File: src/rtl/traffic_pkg.sv
// ---------------------------------------------------------------------------
// traffic_pkg
// Shared definitions for the traffic-light controller and its phase monitor.
//   LED_RED / LED_GRN / LED_BLU : active-low LED codes driven by the controller
//   LED_OFF                     : all LEDs dark, used as the "no code seen" value
//   phase_t                     : decoded phase (NONE, RED, GREEN, BLUE)
//   nextPhase()                 : the legal successor of a phase in the cycle
// ---------------------------------------------------------------------------
package traffic_pkg;

    localparam logic [2:0] LED_RED = 3'b101;
    localparam logic [2:0] LED_GRN = 3'b110;
    localparam logic [2:0] LED_BLU = 3'b011;
    localparam logic [2:0] LED_OFF = 3'b111;

    // Run lengths are held in 5 bits and stick at this value.
    localparam logic [4:0] RUN_MAX = 5'd31;

    typedef enum logic [1:0] {
        NONE  = 2'd0,
        RED   = 2'd1,
        GREEN = 2'd2,
        BLUE  = 2'd3
    } phase_t;

    // The controller cycles red -> green -> blue -> red; nothing follows NONE.
    function automatic phase_t nextPhase(input phase_t p);
        case (p)
            RED:     return GREEN;
            GREEN:   return BLUE;
            BLUE:    return RED;
            default: return NONE;
        endcase
    endfunction

endpackage

File: src/rtl/traffic_phase_monitor_if.sv
// ---------------------------------------------------------------------------
// traffic_phase_monitor_if
// Bundles the LED code feeding the phase monitor with the monitor's status
// outputs.
//   led_in    : controller LED code (driven by master)
//   phase     : decoded current phase
//   locked    : monitor synchronised to the schedule
//   err_len   : one-cycle pulse, phase run length wrong
//   err_seq   : one-cycle pulse, illegal order or invalid code while locked
//   cycle_cnt : completed good red-green-blue periods (wrapping)
//   err_cnt   : saturating error-event count (0 when the counter is not built)
// Modports: master = code source / status consumer, slave = the monitor.
// ---------------------------------------------------------------------------
interface traffic_phase_monitor_if;
    import traffic_pkg::*;

    logic [2:0] led_in;
    phase_t     phase;
    logic       locked;
    logic       err_len;
    logic       err_seq;
    logic [7:0] cycle_cnt;
    logic [7:0] err_cnt;

    modport master (
        output led_in,
        input  phase, locked, err_len, err_seq, cycle_cnt, err_cnt
    );

    modport slave (
        input  led_in,
        output phase, locked, err_len, err_seq, cycle_cnt, err_cnt
    );

endinterface

File: src/rtl/traffic_phase_monitor_phase_decode.sv
// ---------------------------------------------------------------------------
// phase_decode
// Purely combinational decode of an LED code into a phase, plus a check of
// whether that phase legally follows a given previous phase.
//   i_code      : LED code to decode
//   i_prevPhase : phase the code is being compared against
//   o_phase     : decoded phase (NONE for any unrecognised code)
//   o_valid     : code is one of the three legal LED codes
//   o_legalSucc : code is valid and is the successor of i_prevPhase
// ---------------------------------------------------------------------------
module phase_decode
    import traffic_pkg::*;
(
    input  logic [2:0] i_code,
    input  phase_t     i_prevPhase,
    output phase_t     o_phase,
    output logic       o_valid,
    output logic       o_legalSucc
);

    // Map the active-low LED pattern onto a phase; everything else is NONE.
    always_comb begin
        o_phase     = NONE;
        o_valid     = 1'b0;
        o_legalSucc = 1'b0;
        case (i_code)
            LED_RED: o_phase = RED;
            LED_GRN: o_phase = GREEN;
            LED_BLU: o_phase = BLUE;
            default: o_phase = NONE;
        endcase
        o_valid     = (o_phase != NONE);
        o_legalSucc = o_valid && (o_phase == nextPhase(i_prevPhase));
    end

endmodule

File: src/rtl/traffic_phase_monitor.sv
// ---------------------------------------------------------------------------
// traffic_phase_monitor
// Sits behind the traffic-light controller, decodes its LED code every clock,
// checks each phase's run length against the programmed schedule and the
// order of phases, and counts completed good periods.
//   clk  : clock
//   rst  : asynchronous, active-low reset
//   mon  : traffic_phase_monitor_if.slave (led_in in, status outputs out)
// Parameters RED_LEN / GRN_LEN / BLU_LEN give the expected number of cycles
// each code is held (1..30).
// Build option: define PHASE_MON_ERRCNT_EN to include the saturating error
// event counter on err_cnt; otherwise err_cnt is tied to zero.
// ---------------------------------------------------------------------------
module traffic_phase_monitor
    import traffic_pkg::*;
#(
    parameter int RED_LEN = 10,
    parameter int GRN_LEN = 5,
    parameter int BLU_LEN = 3
)(
    input  logic                 clk,
    input  logic                 rst,
    traffic_phase_monitor_if.slave mon
);

    typedef enum logic [1:0] {
        S_UNLOCKED = 2'd0,
        S_RED      = 2'd1,
        S_GREEN    = 2'd2,
        S_BLUE     = 2'd3
    } monState_t;

    monState_t  r_state;
    monState_t  w_nextState;
    logic [2:0] r_curCode;
    logic [4:0] r_runLen;
    phase_t     r_phase;
    logic       r_locked;
    logic       r_errLen;
    logic       r_errSeq;
    logic [7:0] r_cycleCnt;

    phase_t     w_curPhase;
    phase_t     w_inPhase;
    logic       w_inValid;
    logic       w_legalSucc;
    logic       w_sameCode;
    logic       w_isLocked;
    logic [4:0] w_expLen;
    logic       w_errLen;
    logic       w_errSeq;
    logic       w_cycleInc;

    function automatic phase_t stateToPhase(input monState_t s);
        case (s)
            S_RED:   return RED;
            S_GREEN: return GREEN;
            S_BLUE:  return BLUE;
            default: return NONE;
        endcase
    endfunction

    function automatic monState_t phaseToState(input phase_t p);
        case (p)
            RED:     return S_RED;
            GREEN:   return S_GREEN;
            BLUE:    return S_BLUE;
            default: return S_UNLOCKED;
        endcase
    endfunction

    // While locked the FSM state names the phase being timed, so the
    // successor check is made against the state rather than the stored code.
    assign w_curPhase = stateToPhase(r_state);
    assign w_isLocked = (r_state != S_UNLOCKED);
    assign w_sameCode = (mon.led_in == r_curCode);

    phase_decode u_decode (
        .i_code      (mon.led_in),
        .i_prevPhase (w_curPhase),
        .o_phase     (w_inPhase),
        .o_valid     (w_inValid),
        .o_legalSucc (w_legalSucc)
    );

    // Expected hold length for whichever phase is currently being timed.
    always_comb begin
        w_expLen = 5'd0;
        case (r_state)
            S_RED:   w_expLen = 5'(RED_LEN);
            S_GREEN: w_expLen = 5'(GRN_LEN);
            S_BLUE:  w_expLen = 5'(BLU_LEN);
            default: w_expLen = 5'd0;
        endcase
    end

    // State register.
    always_ff @(posedge clk or negedge rst) begin
        if (!rst) begin
            r_state <= S_UNLOCKED;
        end else begin
            r_state <= w_nextState;
        end
    end

    // Next-state and error decisions. An overrun is caught on the sample that
    // would exceed the expected length, so the following change-out edge is
    // already unlocked and cannot report the same run a second time. On a
    // code change, length and order are judged independently and may both
    // fire; only a clean blue-to-red hand-over completes a period.
    always_comb begin
        w_nextState = r_state;
        w_errLen    = 1'b0;
        w_errSeq    = 1'b0;
        w_cycleInc  = 1'b0;
        if (w_sameCode) begin
            if (w_isLocked && (r_runLen == w_expLen)) begin
                w_errLen    = 1'b1;
                w_nextState = S_UNLOCKED;
            end
        end else if (w_isLocked) begin
            w_errLen = (r_runLen != w_expLen);
            w_errSeq = !w_inValid || !w_legalSucc;
            if (w_errLen || w_errSeq) begin
                w_nextState = S_UNLOCKED;
            end else begin
                w_nextState = phaseToState(w_inPhase);
                w_cycleInc  = (r_state == S_BLUE);
            end
        end else if (w_inPhase == RED) begin
            w_nextState = S_RED;
        end
    end

    // Run tracking and registered status outputs.
    always_ff @(posedge clk or negedge rst) begin
        if (!rst) begin
            r_curCode  <= LED_OFF;
            r_runLen   <= 5'd0;
            r_phase    <= NONE;
            r_locked   <= 1'b0;
            r_errLen   <= 1'b0;
            r_errSeq   <= 1'b0;
            r_cycleCnt <= 8'd0;
        end else begin
            if (w_sameCode) begin
                if (r_runLen != RUN_MAX) begin
                    r_runLen <= r_runLen + 5'd1;
                end
            end else begin
                r_curCode <= mon.led_in;
                r_runLen  <= 5'd1;
            end
            r_phase    <= w_inPhase;
            r_locked   <= (w_nextState != S_UNLOCKED);
            r_errLen   <= w_errLen;
            r_errSeq   <= w_errSeq;
            r_cycleCnt <= r_cycleCnt + {7'd0, w_cycleInc};
        end
    end

    assign mon.phase     = r_phase;
    assign mon.locked    = r_locked;
    assign mon.err_len   = r_errLen;
    assign mon.err_seq   = r_errSeq;
    assign mon.cycle_cnt = r_cycleCnt;

`ifdef PHASE_MON_ERRCNT_EN
    logic [7:0] r_errCnt;

    // One increment per erroneous edge, even when both errors fire together;
    // it updates on the same edge as the error pulse and sticks at 255.
    always_ff @(posedge clk or negedge rst) begin
        if (!rst) begin
            r_errCnt <= 8'd0;
        end else if ((w_errLen || w_errSeq) && (r_errCnt != 8'hFF)) begin
            r_errCnt <= r_errCnt + 8'd1;
        end
    end

    assign mon.err_cnt = r_errCnt;
`else
    assign mon.err_cnt = 8'd0;
`endif

endmodule
File: src/flat_wrapper.sv
// flat-port wrapper written by rule: the top's interface ports become plain ports
module traffic_phase_monitor_flat import traffic_pkg::*;
#(
    parameter int RED_LEN = 10,
    parameter int GRN_LEN = 5,
    parameter int BLU_LEN = 3
)
  (clk, rst, mon_led_in, mon_phase, mon_locked, mon_err_len, mon_err_seq, mon_cycle_cnt, mon_err_cnt);
  traffic_phase_monitor_if mon_i ();
  input  logic clk;
  input  logic rst;
  input wire logic [$bits(mon_i.led_in)-1:0] mon_led_in;
  output wire logic [$bits(mon_i.phase)-1:0] mon_phase;
  output wire logic [$bits(mon_i.locked)-1:0] mon_locked;
  output wire logic [$bits(mon_i.err_len)-1:0] mon_err_len;
  output wire logic [$bits(mon_i.err_seq)-1:0] mon_err_seq;
  output wire logic [$bits(mon_i.cycle_cnt)-1:0] mon_cycle_cnt;
  output wire logic [$bits(mon_i.err_cnt)-1:0] mon_err_cnt;
  assign mon_i.led_in = mon_led_in;
  assign mon_phase = mon_i.phase;
  assign mon_locked = mon_i.locked;
  assign mon_err_len = mon_i.err_len;
  assign mon_err_seq = mon_i.err_seq;
  assign mon_cycle_cnt = mon_i.cycle_cnt;
  assign mon_err_cnt = mon_i.err_cnt;
  traffic_phase_monitor #(.RED_LEN(RED_LEN), .GRN_LEN(GRN_LEN), .BLU_LEN(BLU_LEN)) u_core (.clk(clk), .rst(rst), .mon(mon_i));
endmodule
File: config.mk
export PLATFORM = sky130hd
export DESIGN_NAME = traffic_phase_monitor_flat
export DESIGN_NICKNAME = d
export VERILOG_FILES = /design/src/rtl/traffic_pkg.sv /design/src/rtl/traffic_phase_monitor_if.sv /design/src/rtl/traffic_phase_monitor_phase_decode.sv /design/src/rtl/traffic_phase_monitor.sv /design/src/flat_wrapper.sv
export SDC_FILE = /design/constraint.sdc
export NUM_CORES = 1
export LEC_CHECK = 0
export ABC_CLOCK_PERIOD_IN_PS = 3000
export CAP_MARGIN = 20
export CORE_MARGIN = 4
export CORE_UTILIZATION = 51
export CTS_CLUSTER_SIZE = 16
export DETAILED_ROUTE_END_ITERATION = 12
export MAX_ROUTING_LAYER = met4
export PLACE_DENSITY = 0.79
export SYNTH_ARGS = -nofsm -noshare
export SYNTH_HDL_FRONTEND = slang
export SYNTH_SLANG_ARGS = --single-unit
File: constraint.sdc
create_clock -name clk -period 3 [get_ports clk]
set_input_delay 0.75 -clock clk [delete_from_list [all_inputs] [get_ports clk]]
set_output_delay 0.75 -clock clk [all_outputs]
set_load 0.05 [all_outputs]
# Word level (Yosys, flattened, before mapping)
# Cells that the tools add are included.
totals:
  register_bits: 23
  inputBits: 5
  output_inout_bits: 21
  word_cells: 57
op_classes:
  addsub: 2
  n_eq_ne: 18
  n_mux: 20
  reduce_logical: 9
op_table:
  columns: ["operator", "n"]
  rows:
  - ["case mux 2 bit (3 select lines)", 4]
  - ["== test 2 bit (second input constant)", 6]
  - ["case mux 4 bit (3 select lines)", 1]
  - ["2-to-1 mux 2 bit", 5]
  - ["2-to-1 mux 5 bit", 2]
  - ["adder 8 x 1 -> 8 bit", 1]
  - ["2-to-1 mux 1 bit", 8]
  - ["== test 2 x 1 -> 1 bit (second input constant)", 3]
  - ["== test 3 bit (second input constant)", 2]
  - ["nonzero test 2 bit", 3]
  - ["adder 5 x 1 -> 5 bit (second input constant)", 1]
  - ["== test 5 x 4 -> 1 bit", 1]
  - ["!= test 5 x 4 -> 1 bit", 1]
  - ["!= test 5 bit (second input constant)", 1]
  - ["== test 3 x 2 -> 1 bit (second input constant)", 1]
  - ["== test 3 bit", 1]
  - ["== test 2 bit", 1]
  - ["logical AND 1 bit", 2]
  - ["logical NOT 1 bit", 2]
  - ["logical OR 1 bit", 2]
  - ["!= test 2 bit (second input constant)", 1]

# Longest topological paths before layout
depth:
  ltp_word: 13
  mapped_depth: 11
  ltp_nobuf: 11

# Modules after synthesis
# From an unflattened synthesis, not the netlist that was laid out.
unflattened:
  hier_cells: 123
  area_unflattened_um2: 1292.5
modules_own_cells:
  columns: ["mod", "n_inst", "cells_per_inst", "area_each_um2", "seq_area_each_um2"]
  rows:
  - ["traffic_phase_monitor", 1, 108, 1174.9, 579.3]
  - ["phase_decode", 1, 15, 117.6, 0.0]

# Least setup slack after synthesis
# Ideal clock, no wire load.
synth_path:
  path_kind: "register -> register"
  start: "reg u_core.r_state[0]"
  end: "reg u_core.r_cycleCnt[6], in the netlist u_core.mon.cycle_cnt[6]"
  setup_time_ns: 0.141
  arrival_ns: 2.441
  required_time_ns: 2.859
  path_slack_ns: 0.418
  path_stages_with_launch: 12
  n_path_buf: 0
  period_less_slack_ns: 2.582
  cell_sequence: "dfrtp_1 inv_1 ha_1 nor2b_1 nor4_1 and3_1 o2111a_1 ha_1 ha_1 and3_1 nand3_1 xnor2_1"
synth_via:
  elab_chain_len: 13
  word_cells_on_any_way: 20
  classes_between: "add/sub: 1; eq/ne: 8; mux: 6; reduce/logical: 5"
synth_lines:
  columns: ["item", "line_no", "text"]
  rows:
  - ["start: declaration", "traffic_phase_monitor.sv:33", "monState_t r_state;"]
  - ["start signal: assignment", "traffic_phase_monitor.sv:102", "r_state <= w_nextState;"]
  - ["== test 2 bit (tied with other cells)", "traffic_phase_monitor.sv:55, traffic_phase_monitor.sv:89, traffic_phase_monitor.sv:128", null]
  - ["case mux 2 bit (3 select lines)", "traffic_phase_monitor.sv:55", "case (s)"]
  - ["== test 2 bit or == test 2 x 1 -> 1 bit (tied branches)", "traffic_pkg.sv:28", "case (p)"]
  - ["case mux 2 bit (3 select lines)", "traffic_pkg.sv:28", null]
  - ["== test 2 bit", "traffic_phase_monitor_phase_decode.sv:33", "o_legalSucc = o_valid && (o_phase == nextPhase(i_prevPhase));"]
  - ["logical AND 1 bit", "traffic_phase_monitor_phase_decode.sv:33", null]
  - ["logical NOT 1 bit", "traffic_phase_monitor.sv:123", "w_errSeq = !w_inValid || !w_legalSucc;"]
  - ["logical OR 1 bit", "traffic_phase_monitor.sv:123", null]
  - ["logical OR 1 bit", "traffic_phase_monitor.sv:124", "if (w_errLen || w_errSeq) begin"]
  - ["2-to-1 mux 1 bit", "traffic_phase_monitor.sv:124", null]
  - ["2-to-1 mux 1 bit (*)", "traffic_phase_monitor.sv:121", "end else if (w_isLocked) begin"]
  - ["2-to-1 mux 1 bit (*)", "traffic_phase_monitor.sv:116", "if (w_sameCode) begin"]
  - ["adder 8 x 1 -> 8 bit (*)", "traffic_phase_monitor.sv:158", "r_cycleCnt <= r_cycleCnt + {7'd0, w_cycleInc};"]
  - ["end signal: assignment", "traffic_phase_monitor.sv:158", null]
  - ["end: declaration", "traffic_phase_monitor.sv:41", "logic [7:0] r_cycleCnt;"]
# Mark *: on every way between the ends. The rest lies on a longest branch, timed or not.
# A chain may end at the register's enable or synchronous reset.

# Worst setup path after layout
# Same ends and word-level chain as after synthesis.

==> impl_metrics.yaml <==
route:
  vias: 900
  drtIter0Drc: 9
  wl_met1_um: 1010
  firstDrtPassIters: 4
  viasPerCell: 5.33
  met3WireLength_um: 110
  drt_wl_total_um: 2290
  met2_length_um: 1150
  maxUsedRoutingLayer: "met4"
  post_drt_wl_per_cell_um: 13.6
  ant_nets: 0
  drc: 0
finish:
  drive_above_1_share_pct: 11.5
  area_growth_pct: 13.9
  nets: 155
  n_antenna_cell: 0
  fin_cells: 169
placed_design:
  gp_congestion: 0.887
  dp.cells: 165
  port_buffers: 17
  dp.final_hpwl_um: 1800
clock_tree:
  post_cts_resized: 0
  clk_pin_slew_ns: 0.13
  ctsHoldBuffers: 0
  htreeDepth: 1
  cts_root_buf: "clkbuf_4"
  cts_made_buffers: 3
  cts_tree: "yes"
  insertion_delay_ns: 0.32
  post_cts_buffers: 0
  cts_num_sinks: 23
  clockBufferDepth: 2
logic_synthesis:
  synth_top_area_share_pct: 38.0
  synthArstFlopShare_pct: 100
  synthesis.area_sq_mm: 0.00132
  yosysMostFrequentCell: "dfrtp_1"
  synth_area_leaders: "dfrtp_1 38%, ha_1 9.5%, xor2_1 6.6%, dfstp_2 6.0%, buf_4 4.6%"
  ys_types: 40
  yosys-top-cells-count: "20 x dfrtp_1, 10 x ha_1, 10 x xor2_1, 8 x buf_4, 8 x nor2_1"
  ys.flop_type: "dfrtp_1"
  syn_area_per_cell_sq_um: 10.9
  synth_top_cell_by_area: "dfrtp_1"
  ys_seq_area_share_pct: 43.9
  netlist_instances: 121
  yosys_warnings: 0
  synth-seq-cells: 23
  synth-edff-count: 0
grt:
  overflow: 0
  antenna_found_initial: 0
  grt_start_max_net_pins: 24
  grt_usage_pct: 14.6
  grt_pass1_wl_um: 3770
  grt_pass1_vias: 840
timing:
  max_freq_mhz: 372
  min_period_ns: 2.69
  hold_viol: 0
  worst_pin_slew_ns: 0.505
  slew_viol_final: 0
  tns_ns: 0
  fin_worst_skew_ns: 0.00494
  hold-worst-slack_ns: 0.474
  setup_viol: 0
  rsz0062_at_grt: "no"
  relSlewSlack_pct: 66.2
  post-route-period-util_pct: 89.5
floorplan:
  core.rowCount: 18
  dieWidth_um: 58.9
  die_y_um: 58.9
  coreArea_sq_mm: 0.00248
  io_pins: 26
  initial_utilization_pct: 53.2
  dieArea_sq_mm: 0.00346
setup_path:
  end_kind: "register"
  crit_path_top_delay_cell: "dfrtp_1"
  arrival_ns: 2.90
  crit_family: "simple AND/OR/NAND/NOR gates"
  path_cells: "inv_1 -> ha_1 -> nor2b_1 -> nor4_1 -> and3_1 -> o2111a_1 -> ha_1 -> ha_1 -> and3_1 -> nand3_1 -> xnor2_1"
  crit_top_cell: "ha_1"
  cp_max_fo: 4
  critPathKind: "reg -> reg"
  slowest_delay_ns: 0.42
  timing.critical_path.from_type: "register"
  cp_num_buf_inv: 1
  worstPathRequired_ns: 3.21
flow_run:
  cap_violations: 0
power_and_ir_drop:
  total_leakage_power_uw: 0.000738
  powerDensity_mw_per_mm2: 553
  irDropWorstVdd_v: 0.000384
hold_path:
  hold_class: "reg -> reg"
status:
  outcome: "finished, final reports clean"
## cells by family after synthesis
| group | after synthesis | share of synthesized area [%] |
|---|---|---|
| adders and majority gates | 10 | 9.49 |
| other | 1 | 0.284 |
| muxes | 2 | 1.52 |
| and+or+nand+nor | 39 | 16.3 |
| xor gates and xnor gates | 15 | 9.96 |
| DFF | 23 | 43.9 |
| buffers and inverters | 17 | 9.39 |
| AOI/OAI and AO/OA | 14 | 9.11 |
## worst reg2reg max path: cells and delay by family (launching register included)
family          cells  cell delay [ns]
compound gates      1             0.21
xor+xnor            1             0.13
fa+ha+maj           3             0.62
buf+inv             1             0.11
flops               1             0.42
simple gates        5             1.10
## path summary, 6_finish.rpt
check	cells after the start	endpoint	slack (ns)	startpoint
worst max-delay path	11	u_core.mon.cycle_cnt[6]	0.31	u_core.r_state[0]
worst min-delay path	1	u_core.mon.cycle_cnt[7]	0.47	u_core.mon.cycle_cnt[7]
worst max register to register	11	u_core.mon.cycle_cnt[6]	0.31	u_core.r_state[0]
worst min register to register	1	u_core.mon.cycle_cnt[7]	0.47	u_core.mon.cycle_cnt[7]
max in group asynchronous	2	u_core.r_curCode[1]	1.95	rst
min in group asynchronous	2	u_core.mon.err_len	0.77	rst
## registers in the layout (all words and copies together), names as in the netlist
signal and cells:
u_core.mon.cycle_cnt 8, u_core.r_runLen 5, u_core.r_curCode 3, u_core.mon.phase 2, u_core.r_state 2, u_core.mon.err_len 1, u_core.mon.err_seq 1, u_core.mon.locked 1
## per-stage QoR
| step | cell area [sq um] | utilization (%) | power, uW | setup WS [ns] |
|---|---|---|---|---|
| after CTS | 1500 | 60.6 | 835 | 0.295 |
| final | 1500 | 60.6 | 830 | 0.315 |
| after global placement | 1470 | 59.5 | 681 | 0.120 |
| after detailed placement | 1470 | 59.5 | 691 | 0.0493 |
| after floorplan | 1350 | - | 610 | 0.418 |
| after global routing | 1500 | 60.6 | 877 | 0.139 |
## cells in the final DEF (no fill, tap or decap), drive strengths merged, types with 2 or more instances in the layout
master,instances
nor3,3
xor2,10
clkdlybuf4s50,17
o211ai,3
and2,3
o21a,2
xnor2,5
nor4,2
and3,5
nand2,4
dfstp,3
mux2i,2
nand3,4
ha,10
inv,2
clkbuf,3
o21ai,2
conb,8
nor2,8
nor2b,4
buf,5
dfrtp,20
## cell type report
type,count,area (sq um)
multi-input combinational,88,642
clock inverter,1,5.00
fill,213,976
tap,30,37.5
sequential,23,579
timing repair buffer,22,208
inverter,2,7.51
clock buffer,3,22.5
## per-layer routing
layer	track usage, %	up-vias
li1	-	436
met3	2.63	2
met2	24.1	21
met1	18.5	441
met5	-	-
met4	3.88	0
## power breakdown
part           switching, uW  internal (uW)
Clock                   94.4           50.0
Sequential              18.3            345
Combinational            213            110
Total                    325            505
No activity file was read; power rests on OpenSTA's default activity.
==> patch 1 (config.mk and constraints unchanged) <==
Encoding of `monState_t`: now Gray code (2 bits for 4 states).
--- a/src/rtl/traffic_phase_monitor.sv
+++ b/src/rtl/traffic_phase_monitor.sv
@@ -25,8 +25,8 @@
 
     typedef enum logic [1:0] {
-        S_UNLOCKED = 2'd0,
-        S_RED      = 2'd1,
-        S_GREEN    = 2'd2,
-        S_BLUE     = 2'd3
+        S_UNLOCKED = 2'b00,
+        S_RED      = 2'b01,
+        S_GREEN    = 2'b11,
+        S_BLUE     = 2'b10
     } monState_t;
 
Check against the original RTL: same outputs for any inputs over 10 cycles, from zero or initial values and one cycle with rst low; not proved beyond that.
==> patch 1 against the unedited design <==
Design area increased by 11%; critical path depth unchanged; total power rose by 6.9%; wire length is 6.5% higher; worst setup slack got worse by 0.15 ns; synthesized area grew 4.2%; sequential cell count unchanged; synthesized cell count up 2.5%; critical path type is now input pin to flip-flop; largest cell class unchanged; highest routed layer unchanged.
==> patch 1: results (changes against the unedited design) <==
metric	value	unit	change
placed inst area	1620	sq um	+10%
Hold Crit Endpoint	u_core.mon.cycle_cnt[7]$_DFF_PN0_		
crit-path max FO	5		+1
Final HPWL DP	1980	um	+10%
DR vias	957		+6.3%
area used by multi-input combinational logic	698	sq um	+8.8%
synth unique cells	42		+5.0%
setup slack after layout	0.167	ns	-0.147 ns
synthesized area per cell	11.1	sq um	+1.7%
Signal buffers	34		+55%
multi-input combinational area share	42.0	%	-0.76 points
GPL Wtd Cong	0.859		-3.2%
vias in the first global route	975		+16%
Post-Synth XOR/XNOR Area	12.7	%	+2.7 points
Filler cells	208		-2.3%
met3 GRT Util	4.10	%	+1.5 points
synth top area cells	dfrtp_1 36%, ha_1 9.1%, xor2_1 6.4%, dfstp_2 5.7%, xnor2_1 5.1%		
sw power	343	uW	+5.5%
P_leak	0.000801	uW	+8.6%
Synth Area in Adders	9.11	%	-0.38 points
top post-synthesis cells by count	20 x dfrtp_1, 10 x ha_1, 10 x xor2_1, 9 x buf_4, 9 x nor2_1		
nonclk inv count	5		+3
Slew HR	66.2	%	about the same
met1 Use GR	18.9	%	+0.32 points
worst slack at placement	-0.419	ns	-0.469 ns
WP data arrival	3.05	ns	+0.15 ns
multiplexer share of the synthesized area	1.46	%	-0.061 points
slowest stage delay, CP	0.56	ns	+0.14 ns
met3 WL	122	um	+11%
first-pass GRT wire length	4310	um	+14%
area fraction in compound gates after synthesis	11.5	%	+2.4 points
status	finished clean		
final-stage net count	170		+9.7%
worst vdd ir	0.000415	V	+8.1%
gr usage total	16.3	%	+1.6 points
Non-Filler Instances	184		+8.9%
multi-input gates	88		unchanged
met2 Resource Use GR	28.5	%	+4.4 points
Total Wirelength	2440	um	+6.5%
wire length on met1	981	um	-2.7%
Seq/Total Area, Yosys	42.2	%	-1.8 points
worst r2r path cells	12		+1
Layout clock area frac	1.66	%	-0.18 points
Reg area	581	sq um	+0.22%
[patch 1: changes by cell type after synthesis, moves of 2 or more]
cell	before	now
and3_1	5	2
inv_1	2	5
nor2b_1	4	1
xnor2_1	5	8
a31oi_1	0	2
nand2_1	4	2
nand2b_1	0	2
nor3_1	3	1
nor4_1	2	0
o211ai_1	2	0
o41ai_2	0	2
[patch 1: cell families after synthesis]
family,Yosys count
adder cells (fa/ha/maj),10
flip-flops,23
buffers and inverters,20
XOR/XNOR,19
AND/OR/NAND/NOR,31
AO/OA/AOI/OAI,18
multiplexers,2
other,1
[patch 1: power groups by stage]
stage | Sequential, uW | Clock [uW] | Combinational (uW)
after floorplan | 435 | 0 | 201
after global placement | 367 | 0 | 364
after detailed placement | 370 | 0 | 378
after CTS | 364 | 146 | 380
after global routing | 369 | 160 | 414
final | 365 | 143 | 379
[patch 1: repair_timing]
item / in CTS / in global routing
hold endpoints to repair: 0 / 0
gates resized for setup: 1 / 3
pin swaps: 0 / 1
endpoints found under the setup margin: 2 / 3
cloned: 0 / 0
==> patch 2 (same flow settings) <==
Made on the original files. Add a define of `PHASE_MON_ERRCNT_EN`.
--- a/src/rtl/traffic_phase_monitor.sv
+++ b/src/rtl/traffic_phase_monitor.sv
@@ -12,4 +12,6 @@
 // event counter on err_cnt; otherwise err_cnt is tied to zero.
 // ---------------------------------------------------------------------------
+`define PHASE_MON_ERRCNT_EN
+
 module traffic_phase_monitor
     import traffic_pkg::*;
Function: changed (Yosys sat finds a counterexample within 4 cycles, from zero or initial values and one cycle with rst low).
==> patch 2 against the unedited design <==
Design area up 31%; non-clock buffer count up 9; sequential cell count up 8; clock power up 130%; final cell count up 20%; synthesized area up 18%; total power up 80%; worst setup slack worse by 0.061 ns; wire length up 31%; largest power group is now combinational cells; highest routed layer unchanged.
==> patch 2: results (changes against the unedited design) <==
metric	value	unit	change
area fraction in compound gates after synthesis	8.70	%	-0.41 points
Slew HR	65.0	%	-1.2 points
Seq/Total Area, Yosys	50.2	%	+6.2 points
status	finished clean		
Inst Count DP	193		+17%
final-stage net count	184		+19%
wire per inst	14.9	um	+9.7%
GPL Wtd Cong	0.820		-7.6%
r2r setup slk	0.25	ns	-0.06 ns
number of port buffers	25		+8
P_leak	0.000871	uW	+18%
gr usage total	18.3	%	+3.6 points
first-pass GRT wire length	5510	um	+46%
cell-internal power	910	uW	+80%
clock-pin slew on the worst setup and hold paths	0.10	ns	-0.03 ns
multiplexer share of the synthesized area	2.01	%	+0.49 points
worst vdd ir	0.000378	V	-1.4%
CTS Buf Count	5		+2
synth unique cells	38		-5.0%
final cycle utilization of the critical path	91.5	%	+2.0 points
WP data arrival	3.00	ns	+0.10 ns
Final HPWL DP	2290	um	+27%
1st-iter DRT viols	43		+34
pin count of the biggest net entering global routing	32		+33%
vias in the first global route	1248		+49%
patch 2: routing by layer:
| metal | GRT usage (%) | up-vias | part of all wire (%) |
|---|---|---|---|
| met5 | - | - | 0 |
| met4 | 9.70 | 0 | 2.0 |
| met3 | 6.39 | 7 | 6.0 |
| met2 | 30.4 | 34 | 52 |
| met1 | 19.0 | 555 | 40 |
| li1 | - | 539 | - |
patch 2: final timing paths:
kind                                                        start                                 to  depth (start not counted)
max in group asynchronous                                     rst    u_core.r_curCode[0]$_DFFE_PN1N_                          2
worst max-delay path                  u_core.r_state[0]$_DFF_PN0_  u_core.mon.cycle_cnt[6]$_DFF_PN0_                         12
worst min-delay path            u_core.mon.cycle_cnt[7]$_DFF_PN0_  u_core.mon.cycle_cnt[7]$_DFF_PN0_                          1
worst min register to register  u_core.mon.cycle_cnt[7]$_DFF_PN0_  u_core.mon.cycle_cnt[7]$_DFF_PN0_                          1
min in group asynchronous                                     rst       u_core.mon.err_seq$_DFF_PN0_                          2
worst max register to register        u_core.r_state[0]$_DFF_PN0_  u_core.mon.cycle_cnt[6]$_DFF_PN0_                         12
patch 2: critical path, stage by stage, from the launching register on:
cell      delay (ns)
dfrtp_2         0.42
inv_1           0.09
ha_2            0.23
or3_1           0.42
a211oi_4        0.28
nand3_2         0.13
nand3b_1        0.20
nor2_1          0.12
ha_2            0.20
ha_1            0.18
nand3_1         0.12
nor2_1          0.14
xor2_1          0.15
patch 2: power groups by stage:
stage / Combinational (uW) / Clock (uW) / Sequential (uW)
global route: 638 / 367 / 581
detailed placement: 590 / 0 / 575
finish: 597 / 334 / 566
CTS: 590 / 342 / 566
floorplan: 201 / 0 / 766
global placement: 574 / 0 / 568
patch 2: cell families (layout without fill, tap and decap cells):
family	count (synthesis)	after routing
AOI/OAI and AO/OA	16	16
xor gates and xnor gates	23	23
adders and majority gates	9	9
buffers and inverters	13	46
DFF	31	31
muxes	3	3
and+or+nand+nor	43	43
patch 2: cell type report:
type                    count  area (sq um)  area share (%)
clock buffers               6          51.3            2.61
clock inverters             2          35.0            1.78
flip-flops and latches     31           781            39.7
inverters                   7          26.3            1.34
repair buffers             31           295            15.0
multi-input cells          94           741            37.6
well taps                  31          38.8            1.97
patch 2: stage by stage:
stage	utilization, %	hold slack, ns	instance area (sq um)
2_1_floorplan	-	0.454	1550
3_3_place_gp	65.6	0.459	1860
3_5_place_dp	65.6	0.475	1860
4_1_cts	68.6	0.492	1940
5_1_grt	69.6	0.516	1970
6_report	69.6	0.485	1970
patch 2: timing repair:
action,in CTS,in global routing
resized for setup,0,5
buffers inserted,0,1
endpoints found under the setup margin,0,4
